`src/rtl/x_div_seq_if.sv`:
```
// Operand/result bundle for the sequential divider: start/busy/result_valid
// handshake plus operands and held results.
interface x_div_seq_if #(
    parameter int WIDTH = 32
);
    logic             start;
    logic             is_signed;
    logic [WIDTH-1:0] dividend;
    logic [WIDTH-1:0] divisor;
    logic             busy;
    logic             result_valid;
    logic [WIDTH-1:0] quotient;
    logic [WIDTH-1:0] remainder;
    logic             div_by_zero;

    modport master (
        output start, is_signed, dividend, divisor,
        input  busy, result_valid, quotient, remainder, div_by_zero
    );

    modport slave (
        input  start, is_signed, dividend, divisor,
        output busy, result_valid, quotient, remainder, div_by_zero
    );
endinterface

```
`src/rtl/x_div_seq.sv`:
```
// Multi-cycle restoring divider, STEPS subtract/compare/restore steps per clock
// over a shared remainder:quotient register, with signed mode and divide-by-zero.
module x_div_seq #(
    parameter int WIDTH = 32,
    parameter int STEPS = 1
) (
    input  logic        clock,
    input  logic        reset_n,
    x_div_seq_if.slave  bus
);
    localparam int NITER = WIDTH / STEPS;
    localparam int CW    = $clog2(NITER + 1);

    if (((WIDTH % STEPS) != 0) || (WIDTH < 4)) begin : g_param_check
        $error("x_div_seq: STEPS must divide WIDTH exactly and WIDTH must be >= 4");
    end

    typedef enum logic [1:0] {
        ST_IDLE = 2'd0,
        ST_RUN  = 2'd1,
        ST_FIX  = 2'd2,
        ST_DONE = 2'd3
    } state_t;

    state_t             state_q, state_d;
    logic [CW-1:0]      cnt_q, cnt_d;
    logic [2*WIDTH-1:0] rq_q, rq_d;
    logic [WIDTH-1:0]   dvsr_q, dvsr_d;
    logic               negq_q, negq_d;
    logic               negr_q, negr_d;
    logic               busy_q, busy_d;
    logic               valid_q, valid_d;
    logic               dbz_q, dbz_d;
    logic [WIDTH-1:0]   quo_q, quo_d;
    logic [WIDTH-1:0]   rem_q, rem_d;

    logic               dvd_neg_s, dvs_neg_s, dvsr_zero_s;

    // Two's-complement magnitude; the most-negative value maps to 2^(WIDTH-1) unsigned.
    function automatic logic [WIDTH-1:0] mag(input logic [WIDTH-1:0] v, input logic neg);
        if (neg) begin
            mag = ~v + {{(WIDTH-1){1'b0}}, 1'b1};
        end else begin
            mag = v;
        end
    endfunction

    // The top bit shifted out is always 0: the upper half stays below 2^(WIDTH-1)
    // until the final step, so a WIDTH+1-bit difference is enough.
    function automatic logic [2*WIDTH-1:0] restore_steps(input logic [2*WIDTH-1:0] rq_in,
                                                         input logic [WIDTH-1:0]   d);
        logic [2*WIDTH-1:0] rq;
        logic [WIDTH:0]     diff;
        rq = rq_in;
        for (int i = 0; i < STEPS; i++) begin
            rq   = {rq[2*WIDTH-2:0], 1'b0};
            diff = {1'b0, rq[2*WIDTH-1:WIDTH]} - {1'b0, d};
            if (!diff[WIDTH]) begin
                rq[2*WIDTH-1:WIDTH] = diff[WIDTH-1:0];
                rq[0]               = 1'b1;
            end else begin
                rq[0] = 1'b0;
            end
        end
        restore_steps = rq;
    endfunction

    assign dvd_neg_s   = bus.is_signed & bus.dividend[WIDTH-1];
    assign dvs_neg_s   = bus.is_signed & bus.divisor[WIDTH-1];
    assign dvsr_zero_s = (bus.divisor == {WIDTH{1'b0}});

    // State and datapath registers.
    always_ff @(posedge clock or negedge reset_n) begin
        if (!reset_n) begin
            state_q <= ST_IDLE;
            cnt_q   <= {CW{1'b0}};
            rq_q    <= {(2*WIDTH){1'b0}};
            dvsr_q  <= {WIDTH{1'b0}};
            negq_q  <= 1'b0;
            negr_q  <= 1'b0;
            busy_q  <= 1'b0;
            valid_q <= 1'b0;
            dbz_q   <= 1'b0;
            quo_q   <= {WIDTH{1'b0}};
            rem_q   <= {WIDTH{1'b0}};
        end else begin
            state_q <= state_d;
            cnt_q   <= cnt_d;
            rq_q    <= rq_d;
            dvsr_q  <= dvsr_d;
            negq_q  <= negq_d;
            negr_q  <= negr_d;
            busy_q  <= busy_d;
            valid_q <= valid_d;
            dbz_q   <= dbz_d;
            quo_q   <= quo_d;
            rem_q   <= rem_d;
        end
    end

    // Next-state logic.
    always_comb begin
        state_d = state_q;
        case (state_q)
            ST_IDLE, ST_DONE: begin
                if (bus.start && dvsr_zero_s) begin
                    state_d = ST_DONE;
                end else if (bus.start) begin
                    state_d = ST_RUN;
                end else begin
                    state_d = ST_IDLE;
                end
            end
            ST_RUN: begin
                if (cnt_q == CW'(1)) begin
                    state_d = ST_FIX;
                end else begin
                    state_d = ST_RUN;
                end
            end
            ST_FIX:  state_d = ST_DONE;
            default: state_d = ST_IDLE;
        endcase
    end

    // Datapath and output next values; results only change on entry to DONE.
    always_comb begin
        cnt_d  = cnt_q;
        rq_d   = rq_q;
        dvsr_d = dvsr_q;
        negq_d = negq_q;
        negr_d = negr_q;
        quo_d  = quo_q;
        rem_d  = rem_q;
        dbz_d  = dbz_q;
        case (state_q)
            ST_IDLE, ST_DONE: begin
                if (bus.start) begin
                    rq_d   = {{WIDTH{1'b0}}, mag(bus.dividend, dvd_neg_s)};
                    dvsr_d = mag(bus.divisor, dvs_neg_s);
                    cnt_d  = CW'(NITER);
                    negq_d = dvd_neg_s ^ dvs_neg_s;
                    negr_d = dvd_neg_s;
                    if (dvsr_zero_s) begin
                        quo_d = {WIDTH{1'b0}};
                        rem_d = {WIDTH{1'b0}};
                        dbz_d = 1'b1;
                    end else begin
                        dbz_d = dbz_q;
                    end
                end else begin
                    cnt_d = cnt_q;
                end
            end
            ST_RUN: begin
                rq_d  = restore_steps(rq_q, dvsr_q);
                cnt_d = cnt_q - CW'(1);
            end
            ST_FIX: begin
                quo_d = mag(rq_q[WIDTH-1:0], negq_q);
                rem_d = mag(rq_q[2*WIDTH-1:WIDTH], negr_q);
                dbz_d = 1'b0;
            end
            default: begin
                cnt_d = cnt_q;
            end
        endcase
        busy_d  = (state_d == ST_RUN) || (state_d == ST_FIX);
        valid_d = (state_d == ST_DONE);
    end

    assign bus.busy         = busy_q;
    assign bus.result_valid = valid_q;
    assign bus.quotient     = quo_q;
    assign bus.remainder    = rem_q;
    assign bus.div_by_zero  = dbz_q;
endmodule

```
`src/flat_wrapper.sv`:
```
// flat-port wrapper written by rule: the top's interface ports become plain ports
module x_div_seq_flat 
#(
    parameter int WIDTH = 32,
    parameter int STEPS = 1
)
  (clock, reset_n, bus_start, bus_is_signed, bus_dividend, bus_divisor, bus_busy, bus_result_valid, bus_quotient, bus_remainder, bus_div_by_zero);
  x_div_seq_if #(.WIDTH(WIDTH)) bus_i ();
  input  logic clock;
  input  logic reset_n;
  input wire logic [$bits(bus_i.start)-1:0] bus_start;
  input wire logic [$bits(bus_i.is_signed)-1:0] bus_is_signed;
  input wire logic [$bits(bus_i.dividend)-1:0] bus_dividend;
  input wire logic [$bits(bus_i.divisor)-1:0] bus_divisor;
  output wire logic [$bits(bus_i.busy)-1:0] bus_busy;
  output wire logic [$bits(bus_i.result_valid)-1:0] bus_result_valid;
  output wire logic [$bits(bus_i.quotient)-1:0] bus_quotient;
  output wire logic [$bits(bus_i.remainder)-1:0] bus_remainder;
  output wire logic [$bits(bus_i.div_by_zero)-1:0] bus_div_by_zero;
  assign bus_i.start = bus_start;
  assign bus_i.is_signed = bus_is_signed;
  assign bus_i.dividend = bus_dividend;
  assign bus_i.divisor = bus_divisor;
  assign bus_busy = bus_i.busy;
  assign bus_result_valid = bus_i.result_valid;
  assign bus_quotient = bus_i.quotient;
  assign bus_remainder = bus_i.remainder;
  assign bus_div_by_zero = bus_i.div_by_zero;
  x_div_seq #(.WIDTH(WIDTH), .STEPS(STEPS)) u_core (.clock(clock), .reset_n(reset_n), .bus(bus_i));
endmodule
```
`config.mk`:
```
export PLATFORM = sky130hd
export DESIGN_NAME = x_div_seq_flat
export DESIGN_NICKNAME = d
export VERILOG_FILES = /design/src/rtl/x_div_seq_if.sv /design/src/rtl/x_div_seq.sv /design/src/flat_wrapper.sv
export SDC_FILE = /design/constraint.sdc
export NUM_CORES = 1
export LEC_CHECK = 0
export ABC_AREA = 0
export CORE_AREA = 8 8 153 155
export CTS_BUF_LIST = sky130_fd_sc_hd__clkbuf_16
export CTS_CLUSTER_DIAMETER = 60
export DETAILED_ROUTE_END_ITERATION = 8
export DIE_AREA = 0 0 161 163
export PLACE_DENSITY = 0.78
export SYNTH_ARGS = -nofsm -noshare
export SYNTH_HDL_FRONTEND = slang
export SYNTH_SLANG_ARGS = --single-unit
```
`constraint.sdc`:
```
create_clock -name clock -period 3.6 [get_ports clock]
set_input_delay 0.36 -clock clock [delete_from_list [all_inputs] [get_ports clock]]
set_output_delay 0.36 -clock clock [all_outputs]
set_load 0.02 [all_outputs]
```
======== Word level (Yosys, flattened, before mapping) ========
Cells that the tools add are included.
word-level totals
  output and inout bits ................... 67
  input port bits ......................... 68
  register bits ........................... 173
  word-level logic and storage cells ...... 64
cells by class
  reductions and logical operators ........ 10
  add/sub/neg operators ................... 6
  bitwise logic cells ..................... 7
  eq/ne operators ......................... 9
  multiplexer cells ....................... 21
operators with widths
  operator                                                number
  two-way mux 32 bit                                      7
  adder 32 x 1 -> 32 bit (second input constant)          4
  inverter 32 bit                                         4
  one-hot mux 32 bit (2 select lines)                     2
  one-hot mux 64 bit (2 select lines)                     1
  two-way mux 64 bit                                      1
  subtractor 32 x 32 -> 33 bit                            1
  zero test 32 bit                                        1
  one-hot mux 6 bit (2 select lines)                      1
  == test 2 bit (second input constant)                   4
  == test 6 x 1 -> 1 bit (second input constant)          1
  two-way mux 6 bit                                       1
  one-hot mux 2 bit (3 select lines)                      1
  subtractor 6 x 1 -> 6 bit (second input constant)       1
  == test 2 x 1 -> 1 bit (second input constant)          2
  two-way mux 1 bit                                       4
  two-way mux 2 bit                                       2
  AND reduction 2 bit                                     2
  nonzero test 2 bit                                      2
  AND reduction 3 bit                                     1
  bitwise AND 1 bit                                       2
  zero test 2 bit                                         1
  inequality test 2 x 1 -> 1 bit (second input constant)  1
  inequality test 2 bit (second input constant)           1
  5 further kinds                                         5

======== Logic depth before layout (Yosys ltp) ========
  word-level depth ........................ 6
  gate-level depth with buffers ........... 13
  mapped depth without buffers ............ 11

======== Worst setup path before layout ========
No wires, ideal clock.
  kind .................................... reg-to-reg
  start ................................... register u_core.rq_q[45]
  end ..................................... register u_core.rq_q[63]
  clock period less this slack ............ 3.086 ns
  buffers on the path ..................... 0
  arrival ................................. 2.950 ns
  path slack .............................. 0.514 ns
  stages on the path, launching flop included .. 10
  data required time ...................... 3.464 ns
  cells stage by stage .................... dfrtp_1 > ha_1 > nand2_1 > o21ai_0 > a31oi_1 > or4_1 > o2111ai_1 > nand2_1 > a32o_1 > or3b_2
between the ends
  cells in the longest elaborated chain, start to end .. 3
RTL lines
  what                                 line              text
  start, declared                      x_div_seq.sv:27   logic [2*WIDTH-1:0] rq_q, rq_d;
  start signal, assigned               x_div_seq.sv:77   rq_q <= {(2*WIDTH){1'b0}};
  start signal, assigned               x_div_seq.sv:89   rq_q <= rq_d;
  subtractor 32 x 32 -> 33 bit         x_div_seq.sv:57   diff = {1'b0, rq[2*WIDTH-1:WIDTH]} - {1'b0, d};
  two-way mux 32 bit                   x_div_seq.sv:58   if (!diff[WIDTH]) begin
  one-hot mux 64 bit (2 select lines)  x_div_seq.sv:136  case (state_q)
No other way between the ends.
A chain may end at the register's enable or synchronous reset.

======== Final worst setup path ========
  start ................................... register u_core.rq_q[44]
  end ..................................... register u_core.rq_q[40]
The elaborated chain is that of the path after synthesis.

==> flow_summary.yaml <==
status:
  status: "completed"
detailed_routing:
  first_pass_iters: 7
  drtIter0Drc: 786
  drt-vias-per-instance: 5.77
  detail-route-antenna-nets: 0
  num_vias: 10218
  route.detailed.drc: 0
  wl_per_cell_um: 17.0
  wirelength_um: 30100
clock_tree:
  htree_num_levels: 4
  clockBufferDepth: 2
  cts.clk_slew.worst_paths_ns: 0.07
  postCtsSetupBuffers: 0
  post_cts_resized: 0
  cts_sinks: 173
  clkLatencyLatePin_ns: 0.43
  clockRootBuffer: "clkbuf_16"
  cts.hold.buffers_added: 1
  cts_tree: "done"
  cts_made_buffers: 17
sta:
  clock.fmax_mhz: 295
  max_slew.worst_pin.slew_ns: 1.13
  setup_tns_ns: 0
  fin_crit_ns: 3.39
  setup_viol_count_final: 0
  relSlewSlack_pct: 24.5
  finalClockSkew_ns: 0.00926
  hold_violations: 0
  fin_ws_ns: 0.208
  hold_slack_ns: 0.480
  grt_setup_unrepaired: "no"
  slew_violations: 0
  fin_crit_sh_pct: 94.2
global_routing:
  antenna_found_initial: 0
  grt_max_degree: 89
  globalRouteTotalUtil_pct: 22.9
  grt_pass1_vias: 9663
  grt_first_pass_wirelength_um: 49500
  grt-ovfl-total: 0
flow_run:
  cap_violations: 0
power_and_ir_drop:
  leakage_nw: 5.82
  vdd_drop_max_uv: 493
  p_per_area_nw_per_um2: 789
finish:
  utilization_pct: 66.0
  fillers: 1727
  multi_input_area_um2: 6560
  seqCellArea_um2: 4330
  stdcell_area_um2: 13700
  drive_above_1_share_pct: 7.02
  fin_nets: 1594
  n_antenna_cell: 0
  syn_to_final_growth_pct: 21.5
place:
  place_ws_ns: 0.183
  globalplace.congestion: 0.886
  port_buffers: 134
  hpwlAfterDp_um: 23000
  placed_cell_area_um2: 13100
yosys:
  ys_seq_area_share_pct: 38.3
  postSynthCellCount: 1351
  ys_ff_latch: 173
  avgSynthCellArea_um2: 8.37
  synth_fp_nets: 1462
  dominantRegCellSynth: "dfrtp_1"
  yosysWarnings: 0
  syn_area_um2: 11300
  ys_types: 67
  synthArstFlopShare_pct: 100
  synth_edf_count: 0
critical_path:
  crit_required_ns: 3.91
  path_max_fanout: 17
  critPathKind: "flip-flop to flip-flop"
  startpoint_type: "flip-flop"
  critPathCaptureType: "flip-flop"
  crit_arrival_ns: 3.70
floorplan:
  row_count: 53
  die_area_um2: 26200
  fp.dieW_um: 161
  core_area_um2: 20800
  die_y_um: 163
  boundaryPins: 135
  start_util_pct: 54.3
min_path:
  hp-class: "flip-flop to flip-flop"
[worst max-delay path, stage by stage (launching register included)]
cell       delay [ns]
dfrtp_1          0.41
ha_1             0.38
a21oi_1          0.11
o21ai_0          0.35
a31oi_1          0.15
or4_1            0.60
o2111ai_1        0.35
and2_1           0.38
buf_12           0.22
mux2i_1          0.21
o21ai_0          0.09
[synth_stat cells (all sizes together) (21+ instances only)]
cell	n	area [um2]
clkbuf	53	199
inv	54	203
xor2	62	543
xnor2	84	736
dfrtp	173	4330
ha	42	526
o21ai	202	1010
nand2	230	863
a21oi	85	425
nor2	70	263
or3	21	143
o31ai	26	205
[stage by stage]
stage,total power [mW],instances
floorplan,7.18,1351
global placement,8.75,1738
detailed placement,8.93,1738
CTS,10.8,1771
global route,11.7,1771
finish,10.8,1771
[worst paths after layout]
kind                                                      start                                    to  slack [ns]  cells past startpoint
hold reg to reg            u_core.bus.remainder[16]$_DFFE_PN0P_  u_core.bus.remainder[16]$_DFFE_PN0P_        0.48                      2
max in group asynchronous                               reset_n           u_core.rq_q[61]$_DFFE_PN0P_        2.29                      3
min in group asynchronous                               reset_n         u_core.dvsr_q[12]$_DFFE_PN0P_        0.55                      2
setup reg to reg                    u_core.rq_q[44]$_DFFE_PN0P_           u_core.rq_q[40]$_DFFE_PN0P_        0.21                     10
setup / recovery                    u_core.rq_q[44]$_DFFE_PN0P_           u_core.rq_q[40]$_DFFE_PN0P_        0.21                     10
hold / removal             u_core.bus.remainder[16]$_DFFE_PN0P_  u_core.bus.remainder[16]$_DFFE_PN0P_        0.48                      2
[cell type report]
type	instances	share of cell area, %
Clock buffer	17	3.10
Clock inverter	15	1.21
Inverter	54	1.48
Multi-Input combinational cell	1060	47.7
Sequential cell	173	31.5
Tap cell	275	2.50
Timing Repair Buffer	177	12.5
[cell families after synthesis]
| logic type | after synthesis | synth area share [%] |
|---|---|---|
| XOR/XNOR | 146 | 11.3 |
| flip-flops | 173 | 38.3 |
| adder cells (fa/ha/maj) | 43 | 4.82 |
| AO/OA/AOI/OAI | 407 | 21.3 |
| multiplexers | 22 | 1.99 |
| AND/OR/NAND/NOR | 442 | 18.4 |
| buffers and inverters | 118 | 3.97 |
[cell usage in the layout (no fill, tap or decap), types with 11 or more instances in the layout]
| cell | instances |
|---|---|
| o31ai_1 | 24 |
| buf_4 | 38 |
| mux2i_1 | 17 |
| o41ai_1 | 11 |
| nor3_1 | 20 |
| xor2_1 | 62 |
| dfrtp_1 | 173 |
| inv_1 | 54 |
| clkbuf_16 | 17 |
| or3_1 | 18 |
| o21ai_0 | 198 |
| or4_1 | 14 |
| a31oi_1 | 13 |
| nand2_1 | 229 |
| nor2_1 | 70 |
| a21o_1 | 13 |
| a21oi_1 | 85 |
| xnor2_1 | 84 |
| ha_1 | 42 |
| clkdlybuf4s50_1 | 133 |
| nand3_1 | 14 |
| nor4_1 | 12 |
[per-layer routing]
| metal | vias to the layer above | global-route usage, % | wire, um |
|---|---|---|---|
| met2 | 313 | 34.7 | 13300 |
| met3 | 23 | 4.88 | 2100 |
| met4 | 0 | 5.01 | 306 |
| li1 | 5035 | - | - |
| met5 | - | 0 | 0 |
| met1 | 4847 | 33.1 | 14400 |
[state kept, by name, summed over array words and instances, names as in the netlist]
name                     cells
u_core.bus.remainder        32
u_core.bus.busy              1
u_core.state_q               2
u_core.negq_q                1
u_core.rq_q                 64
u_core.bus.result_valid      1
u_core.cnt_q                 6
u_core.negr_q                1
u_core.dvsr_q               32
u_core.bus.quotient         32
u_core.bus.div_by_zero       1
[power breakdown]
| part | switching, mW | internal [mW] | total (mW) |
|---|---|---|---|
| registers | 0.764 | 2.54 | 3.30 |
| clock network | 0.878 | 0.936 | 1.81 |
| logic | 3.29 | 2.43 | 5.72 |
| total | 4.93 | 5.91 | 10.8 |
(Power assumes the default switching activity.)
